==> config.mk <==
export PLATFORM = sky130hd
export DESIGN_NAME = rd_add_arbiter
export DESIGN_NICKNAME = d
export VERILOG_FILES = /design/src/rtl/rd_add_pkg.sv /design/src/rtl/rr_arb_onehot.sv /design/src/rtl/rd_add_arbiter.sv
export SDC_FILE = /design/constraint.sdc
export NUM_CORES = 1
export LEC_CHECK = 0
export CAP_MARGIN = 30
export CORE_ASPECT_RATIO = 1.4
export CORE_UTILIZATION = 42
export CTS_CLUSTER_SIZE = 14
export DETAILED_ROUTE_END_ITERATION = 10
export PLACE_DENSITY_LB_ADDON = 0.12
export REMOVE_ABC_BUFFERS = 1
export SYNTH_ARGS = -nofsm -noshare
export SYNTH_HDL_FRONTEND = slang
export SYNTH_HIERARCHICAL = 1
export SYNTH_SLANG_ARGS = --single-unit
==> constraint.sdc <==
create_clock -name clk -period 2.6 [get_ports clk]
set_input_delay 0.52 -clock clk [delete_from_list [all_inputs] [get_ports clk]]
set_output_delay 0.52 -clock clk [all_outputs]
set_load 0.1 [all_outputs]
==> src/rtl/rd_add_pkg.sv <==
// Shared constants and the shadow-pipeline tag type for the rd8p adder front end.
package rd_add_pkg;

    localparam int ADD_W   = 8;
    localparam int RD_LAT  = 4;
    localparam int MAX_REQ = 8;
    localparam int TAG_IDW = 3;

    // Wide enough for the largest supported requester count; narrower IDs zero-extend.
    typedef struct packed {
        logic               valid;
        logic [TAG_IDW-1:0] id;
    } tag_t;

    localparam tag_t TAG_NONE = '0;

    function automatic tag_t make_tag(input logic [TAG_IDW-1:0] id);
        tag_t t;
        t.valid = 1'b1;
        t.id    = id;
        return t;
    endfunction

endpackage

==> src/rtl/rr_arb_onehot.sv <==
// Round-robin pick: the first asserted request at or above the pointer, wrapping to bit 0.
module rr_arb_onehot
    import rd_add_pkg::*;
#(
    parameter int NREQ = 4,
    parameter int IDW  = (NREQ > 1) ? $clog2(NREQ) : 1
) (
    input  logic [NREQ-1:0] req_i,
    input  logic [IDW-1:0]  ptr_i,
    output logic [NREQ-1:0] grant_o,
    output logic [IDW-1:0]  idx_o,
    output logic            any_o
);

    if (NREQ < 1 || NREQ > MAX_REQ) begin : g_bad_nreq
        $error("rr_arb_onehot: NREQ out of range");
    end

    // Two passes: requesters at/above the pointer first, then the wrapped ones below it.
    always_comb begin
        grant_o = '0;
        idx_o   = '0;
        any_o   = 1'b0;
        for (int i = 0; i < NREQ; i++) begin
            if (!any_o && req_i[i] && (i >= int'(ptr_i))) begin
                any_o      = 1'b1;
                grant_o[i] = 1'b1;
                idx_o      = IDW'(i);
            end
        end
        for (int i = 0; i < NREQ; i++) begin
            if (!any_o && req_i[i] && (i < int'(ptr_i))) begin
                any_o      = 1'b1;
                grant_o[i] = 1'b1;
                idx_o      = IDW'(i);
            end
        end
    end

endmodule

==> src/rtl/rd_add_arbiter.sv <==
// Shares one pipelined rd8p adder among NREQ requesters: one grant per cycle, and each
// result comes back LAT+1 cycles after acceptance tagged with the requester that issued it.
module rd_add_arbiter
    import rd_add_pkg::*;
#(
    parameter int NREQ = 4,
    parameter int LAT  = RD_LAT,
    parameter int IDW  = (NREQ > 1) ? $clog2(NREQ) : 1
) (
    input  logic                  clk,
    input  logic                  reset,
    input  logic [NREQ-1:0]       req_valid,
    input  logic [ADD_W*NREQ-1:0] req_a,
    input  logic [ADD_W*NREQ-1:0] req_b,
    output logic [NREQ-1:0]       req_ready,
    input  logic                  hold,
    output logic [ADD_W-1:0]      add_a,
    output logic [ADD_W-1:0]      add_b,
    input  logic [ADD_W-1:0]      add_sum,
    input  logic                  add_carry,
    output logic                  rsp_valid,
    output logic [IDW-1:0]        rsp_id,
    output logic [ADD_W-1:0]      rsp_sum,
    output logic                  rsp_carry,
    output logic [3:0]            in_flight,
    output logic                  idle
);

    logic [NREQ-1:0]    reqElig;
    logic [NREQ-1:0]    grant;
    logic [IDW-1:0]     grantIdx;
    logic               grantAny;
    logic [IDW-1:0]     ptr_q, ptr_d;
    logic [ADD_W-1:0]   selA, selB;
    logic [ADD_W-1:0]   addA_q, addB_q;
    tag_t               tag_d;
    tag_t               tag_q [LAT+1];
    logic               retire;
    logic               rspValid_q;
    logic [IDW-1:0]     rspId_q;
    logic [ADD_W-1:0]   rspSum_q;
    logic               rspCarry_q;
    logic [3:0]         inFlight_q, inFlight_d;
    logic [TAG_IDW-1:0] unusedTagId;

    // Reset and drain mode both suppress grants combinationally.
    assign reqElig = (hold || reset) ? '0 : req_valid;

    rr_arb_onehot #(
        .NREQ (NREQ),
        .IDW  (IDW)
    ) u_arb (
        .req_i   (reqElig),
        .ptr_i   (ptr_q),
        .grant_o (grant),
        .idx_o   (grantIdx),
        .any_o   (grantAny)
    );

    assign req_ready = grant;

    always_comb begin
        selA = '0;
        selB = '0;
        for (int i = 0; i < NREQ; i++) begin
            if (grant[i]) begin
                selA = req_a[i*ADD_W +: ADD_W];
                selB = req_b[i*ADD_W +: ADD_W];
            end
        end
    end

    always_comb begin
        ptr_d = ptr_q;
        if (grantAny) begin
            ptr_d = (grantIdx == IDW'(NREQ - 1)) ? '0 : grantIdx + 1'b1;
        end
    end

    assign tag_d  = grantAny ? make_tag(TAG_IDW'(grantIdx)) : TAG_NONE;
    assign retire = tag_q[LAT].valid;

    // An op stops counting on the edge its response strobe is raised, so a grant
    // and a retirement on the same edge cancel out.
    always_comb begin
        inFlight_d = inFlight_q;
        if (grantAny && !retire) begin
            inFlight_d = inFlight_q + 4'd1;
        end else if (!grantAny && retire) begin
            inFlight_d = inFlight_q - 4'd1;
        end
    end

    always_ff @(posedge clk or posedge reset) begin
        if (reset) begin
            ptr_q      <= '0;
            inFlight_q <= '0;
            addA_q     <= '0;
            addB_q     <= '0;
        end else begin
            ptr_q      <= ptr_d;
            inFlight_q <= inFlight_d;
            if (grantAny) begin
                addA_q <= selA;
                addB_q <= selB;
            end
        end
    end

    // The adder has no enable, so the tag shadow shifts unconditionally to stay aligned.
    always_ff @(posedge clk or posedge reset) begin
        if (reset) begin
            for (int k = 0; k <= LAT; k++) begin
                tag_q[k] <= TAG_NONE;
            end
        end else begin
            tag_q[0] <= tag_d;
            for (int k = 1; k <= LAT; k++) begin
                tag_q[k] <= tag_q[k-1];
            end
        end
    end

    always_ff @(posedge clk or posedge reset) begin
        if (reset) begin
            rspValid_q <= 1'b0;
            rspId_q    <= '0;
            rspSum_q   <= '0;
            rspCarry_q <= 1'b0;
        end else begin
            rspValid_q <= retire;
            if (retire) begin
                rspId_q    <= tag_q[LAT].id[IDW-1:0];
                rspSum_q   <= add_sum;
                rspCarry_q <= add_carry;
            end
        end
    end

    assign unusedTagId = tag_q[LAT].id;

    assign add_a     = addA_q;
    assign add_b     = addB_q;
    assign rsp_valid = rspValid_q;
    assign rsp_id    = rspId_q;
    assign rsp_sum   = rspSum_q;
    assign rsp_carry = rspCarry_q;
    assign in_flight = inFlight_q;
    assign idle      = (inFlight_q == '0) && (req_valid == '0);

    assert property (@(posedge clk) disable iff (reset) $onehot0(req_ready));
    assert property (@(posedge clk) disable iff (reset) (req_ready & ~req_valid) == '0);
    assert property (@(posedge clk) disable iff (reset) inFlight_q <= 4'(LAT + 1));

endmodule

==> metrics.cfg, run 1 <==
[setup_path]
r2r_end=add_a[6]
worstSetupPathType=primary input to output port
path_common_cell=buf_4
cp_slowest_cell=clkdlybuf4s50_1
r2r.worst_path.cells=8
critical_path_arrival_ns=1.96
regToRegStartpoint=ptr_q[1]
worst_setup_path_start_kind=primary input
cpPeakStageDelay_ns=0.42
crit_buf_inv=4
crit_chain=clkdlybuf4s50_1 -> and2_4 -> buf_4 -> buf_4 -> a21oi_1 -> o221a_4 -> buf_12
path_delay_family=buffers and inverters
cp_max_fo=3
r2r_slack_ns=0.42
cp.required_ns=2.08
cp-end-kind=output port

[final_layout]
area_growth_pct=61.9
final_cells=469
nets=483
final_util_pct=71.2
n_antenna_cell=0
drive_gt1_share_pct=26.6

[clock_tree]
cts_tree=done
cts_buffers=5
h-tree-depth=2
cts_buffer_depth=2
postCtsHoldBufs=0
clock_latency_ns=0.30
clockRootBuffer=clkbuf_8
cts_num_sinks=49
path_clk_slew_ns=0.09

[yosys]
yosysUniqueCellTypes=40
synth-edff-count=0
synth_cells=261
ys_warn_count=6
yosysSeqAreaShare_pct=47.2
avgSynthCellArea_um2=9.95
ys_ff_latch=49
synthArstFlopShare_pct=100
synth_area_mm2=0.00260
synth_flop_cell=dfrtp_1

[run]
maxCapViolations=0

[placed_design]
dpl.hpwl_mm=4.84
dp.cells=457
place_congestion=0.738
io_buffers=116

[routing]
first_iter_violations=60
firstDrtPassIters=4
vias=2418
wl_per_cell_um=14.3
drc=0
detail-route-antenna-nets=0
vias_per_cell=5.16
wirelength_mm=6.71

[sta]
rsz0062_at_grt=no
skew_ns=0.00572
slew_headroom_pct=59.5
fmax_ghz=0.403
post-route-period-util_pct=95.5
finalCriticalPeriod_ns=2.48
hold_viol=0
finalSetupViolations=0
drv_slew=0
tightest_slew_ns=0.608

[outcome]
status=complete, no violations

[floorplanning]
fp.dieW_um=68.5
die_h_um=95.0
rows=33
ios=117
start_util_pct=44.0
die-area_mm2=0.00650
core_area_mm2=0.00590

[grt]
antenna_found_initial=0
groute.usage.overall_pct=21.9
grt_pass1_wl_mm=10.7
overflow=0
grt_pass1_vias=2368
grt_max_degree=50

[hold_path]
worstHoldPathCells=0
hp-class=flip-flop to flip-flop
min_to=tag_q[11]
hp-start=tag_q[15]

[power_and_ir_drop]
p_leak_uw=0.00186
p_per_area_mw_per_mm2=803
ir_drop_v=0.000406

==> through the flow <==
step | hold slack, ns | total power, µW | area, µm² | worst slack, ns | TNS [ns]
5_1_grt | 0.360 | 3530 | 4200 | 0.0405 | 0
3_3_place_gp | 0.335 | 2700 | 3950 | -0.135 | -1.96
6_report | 0.357 | 3370 | 4200 | 0.117 | 0
2_1_floorplan | 0.331 | 2220 | 2460 | -0.615 | -8.38
4_1_cts | 0.358 | 3400 | 4190 | 0.0113 | 0
3_5_place_dp | 0.335 | 2730 | 3950 | -0.213 | -3.05
==> synthesized netlist by cell type, types with 5 or more instances <==
| master | n | area (µm²) |
|---|---|---|
| inv_1 | 16 | 60.1 |
| mux2_1 | 5 | 56.3 |
| a31oi_1 | 16 | 100 |
| nand2_1 | 20 | 75.1 |
| nand3b_1 | 19 | 143 |
| nor2_1 | 22 | 82.6 |
| and2_1 | 7 | 43.8 |
| buf_4 | 6 | 45.0 |
| a21oi_1 | 21 | 105 |
| clkbuf_1 | 9 | 33.8 |
| a221o_1 | 16 | 160 |
| mux2_2 | 9 | 101 |
| dfrtp_1 | 49 | 1230 |
==> layer usage <==
layer | up-vias | share of wire (%) | global-route usage (%)
li1 | 1198 | - | -
met4 | 0 | 1.1 | 5.03
met1 | 1123 | 39 | 24.6
met5 | - | 0 | 0
met3 | 9 | 6.9 | 6.94
met2 | 88 | 53 | 39.2
==> worst max path at each step <==
| stage | startpoint | end | depth (start not counted) |
|---|---|---|---|
| 6_report | req_valid[0] | req_ready[3] | 7 |
| 3_5_place_dp | reset | add_a[2] | 11 |
| 3_3_place_gp | reset | req_ready[1] | 9 |
| 5_1_grt | req_valid[0] | req_ready[3] | 7 |
| 4_1_cts | hold | req_ready[3] | 8 |
| 2_1_floorplan | in_flight[0] | idle | 2 |
==> where the power goes <==
part	internal, µW	switching [µW]	total, µW	leakage [µW]
clock	387	254	641	0.0000687
combinational	539	1170	1710	0.00119
sequential	897	122	1020	0.000602
==> logic make-up after synthesis <==
kind of cell | share of synthesized area (%)
and+or+nand+nor | 16.1
AOI/OAI and AO/OA | 18.5
DFF | 47.2
buffers and inverters | 8.00
muxes | 6.84
adders and majority gates | 2.70
xor gates and xnor gates | 0.675
==> sequential cells by signal, indices dropped and copies added (netlist names) <==
| register | flops |
|---|---|
| unusedTagId | 2 |
| add_b | 8 |
| rsp_carry | 1 |
| rsp_sum | 8 |
| tag_q | 12 |
| rsp_valid | 1 |
| in_flight | 4 |
| rsp_id | 2 |
| ptr_q | 2 |
| add_a | 8 |
| retire | 1 |
==> layout by cell type, fill, tap and decap left out, drive strengths merged, types with 2 or more instances in the layout <==
| cell type | n |
|---|---|
| clkdlybuf4s50 | 77 |
| buf | 71 |
| dfrtp | 49 |
| nor2 | 22 |
| a21oi | 21 |
| inv | 21 |
| nand2 | 20 |
| nand3b | 19 |
| a221o | 16 |
| a31oi | 16 |
| mux2 | 14 |
| and2 | 7 |
| clkbuf | 5 |
| ha | 4 |
| o21ai | 3 |
| or4 | 3 |
| nand3 | 3 |
| xnor2 | 2 |
| mux2i | 2 |
| bufinv | 2 |
| bufbuf | 2 |
| nor2b | 2 |
| a221oi | 2 |
| o21a | 2 |
==> worst register-to-register path, stage by stage (launching register included) <==
cell and delay [ns]:
dfrtp_1 0.56, nand2b_1 0.21, a21oi_2 0.07, o21a_2 0.22
buf_4 0.14, bufbuf_16 0.27, buf_4 0.14, a221o_1 0.35
a31oi_1 0.16
==> cell type report <==
type,count,area (µm²)
repair buffers,152,1480
inverters,20,75.1
clock inverters,3,68.8
flip-flops and latches,49,1230
multi-input cells,170,1200
well taps,70,87.6
clock buffers,5,68.8
fillers,457,1700
==> repair_timing <==
item | in CTS | in global routing
gates cloned | 2 | 0
buffers inserted | 5 | 0
endpoints found under the setup margin | 4 | 21
resized for setup | 10 | 6
pin swaps | 4 | 4
No activity file was read; power rests on OpenSTA's default activity.
==> inputs of run 2 (changes only) <==
--- a/config.mk
+++ b/config.mk
@@ -12,6 +12,7 @@
 export DETAILED_ROUTE_END_ITERATION = 10
 export PLACE_DENSITY_LB_ADDON = 0.12
 export REMOVE_ABC_BUFFERS = 1
+export SKIP_CTS_REPAIR_TIMING = 1
 export SYNTH_ARGS = -nofsm -noshare
 export SYNTH_HDL_FRONTEND = slang
 export SYNTH_HIERARCHICAL = 1
==> run 2 against run 1 <==
Against the previous run:
- utilization rose by 1.3 points
- clock-buffer cell count did not move
- hold slack improved by 0.0023 ns
- flip-flop and latch count did not move
- combinational power barely moved
- clock power rose by 0.8%
- total power rose by 0.43%
- die area did not move
- maximum frequency fell by 2.3%
- final cell count rose by 1.7%
- critical path type unchanged
- critical endpoint is now req_ready[2]
- largest power group unchanged
- highest routed layer unchanged
==> metrics.cfg, run 2 (same netlist as run 1, synthesis figures left out) <==
[outcome]
status=complete, no violations

[placed_design]
io_buffers=116  ; unchanged
dpl.hpwl_mm=4.84  ; unchanged
pre_cts_slack_ns=-0.213  ; unchanged
place_congestion=0.738  ; unchanged
dp.cells=457  ; unchanged

[final_layout]
area_growth_pct=64.8
n_antenna_cell=0  ; unchanged
final_util_pct=72.5  ; +1.3 points
layout.cells.most_common=clkdlybuf4s50_1
final_cells=477  ; +1.7%
top_register=tag_q
drive_gt1_share_pct=27.8  ; +1.2 points
final_cell_mix=clkdlybuf4s50_1 (76), buf_4 (70), dfrtp_1 (49)
nets=491  ; +1.7%
largest_reg_flops=12  ; unchanged

[clock_tree]
cts_num_sinks=49  ; unchanged
clockRootBuffer=clkbuf_8
cts_buffers=5  ; unchanged
path_clk_slew_ns=0.09  ; about the same
clock_latency_ns=0.30  ; about the same
cts_tree=done
h-tree-depth=2  ; unchanged
cts_buffer_depth=2  ; unchanged

[sta]
fmax_ghz=0.394  ; -2.3%
slew_headroom_pct=59.8  ; +0.37 points
rsz0062_at_grt=no
finalCriticalPeriod_ns=2.54  ; +0.0581 ns
setup_tns_ns=0  ; unchanged
skew_ns=0.00765  ; +0.00193 ns
drv_slew=0  ; unchanged
finalSetupViolations=0  ; unchanged
post-route-period-util_pct=97.7  ; +2.2 points
fin_ws_ns=0.0589  ; -0.0581 ns
tightest_slew_ns=0.602  ; -0.00555 ns
hold_viol=0  ; unchanged

[grt]
overflow=0  ; unchanged
grt_pass1_wl_mm=9.96  ; -6.8%
grt_max_degree=50  ; unchanged
grt_pass1_vias=2306  ; -2.6%
groute.usage.overall_pct=20.3  ; -1.6 points
antenna_found_initial=0  ; unchanged

[setup_path]
worst_setup_path_start_kind=primary input
cp_max_fo=8  ; +5
critical_path_arrival_ns=2.02  ; +0.06 ns
worstSetupPathType=primary input to output port
cp.required_ns=2.08  ; about the same
cp-end-kind=output port
r2r_slack_ns=0.46  ; +0.04 ns

[floorplanning]
start_util_pct=44.0  ; unchanged
ios=117  ; unchanged
rows=33  ; unchanged
die_h_um=95.0  ; unchanged
fp.dieW_um=68.5  ; unchanged
die-area_mm2=0.00650  ; unchanged
core_area_mm2=0.00590  ; unchanged

[routing]
vias_per_cell=5.15  ; -0.17%
first_iter_violations=78  ; +30%
vias=2455  ; +1.5%
drc=0  ; unchanged
detail-route-antenna-nets=0  ; unchanged
firstDrtPassIters=4  ; unchanged
wl_per_cell_um=14.5  ; +1.2%
wirelength_mm=6.90  ; +2.9%

[power_and_ir_drop]
p_per_area_mw_per_mm2=792  ; -1.3%
ir_drop_v=0.000427  ; +5.3%
p_leak_uw=0.00192  ; +3.1%

[run]
maxCapViolations=0  ; unchanged

[hold_path]
hp-class=flip-flop to flip-flop

[run 2: worst max-delay path, cell delays in order]
cell             delay (ns)
clkdlybuf4s50_1        0.47
and2_1                 0.17
buf_6                  0.14
a21o_1                 0.13
a21oi_2                0.05
o21a_2                 0.24
buf_12                 0.14
buf_12                 0.16
[run 2: path summary, 6_finish.rpt]
check,from,end,cells past startpoint
setup / recovery,req_valid[3],req_ready[2],8
setup reg to reg,ptr_q[1],add_a[6],8
max in group asynchronous,reset,rsp_sum[0],4
min in group asynchronous,reset,in_flight[2],4
hold reg to reg,tag_q[15],tag_q[11],0
hold / removal,tag_q[15],tag_q[11],0
[run 2: final cells by class]
type                            count  area, µm²
Tap cell                           70       87.6
Clock buffer                        5       68.8
Clock inverter                      3       68.8
Fill cell                         443       1630
Timing Repair Buffer              160       1550
Sequential cell                    49       1230
Inverter                           20       75.1
Multi-Input combinational cell    170       1200
[run 2: power breakdown]
part	leakage [µW]	internal [µW]	total [µW]	switching, µW
combinational	0.00125	544	1720	1180
sequential	0.000602	896	1020	124
clock	0.0000687	387	646	259
total	0.00192	1830	3390	1560
[run 2: routing by layer]
metal | track usage, % | routed length [µm]
met1 | 21.8 | 2630
met2 | 36.5 | 3700
met3 | 6.94 | 489
met4 | 5.38 | 80
met5 | 0 | 0
[run 2: through the flow]
step | cell area (µm²) | hold WS (ns) | power (µW)
after CTS | 4090 | 0.358 | 3380
after global placement | 3950 | 0.335 | 2700
final | 4280 | 0.359 | 3390
after floorplan | 2460 | 0.331 | 2220
after detailed placement | 3950 | 0.335 | 2730
after global routing | 4280 | 0.361 | 3550
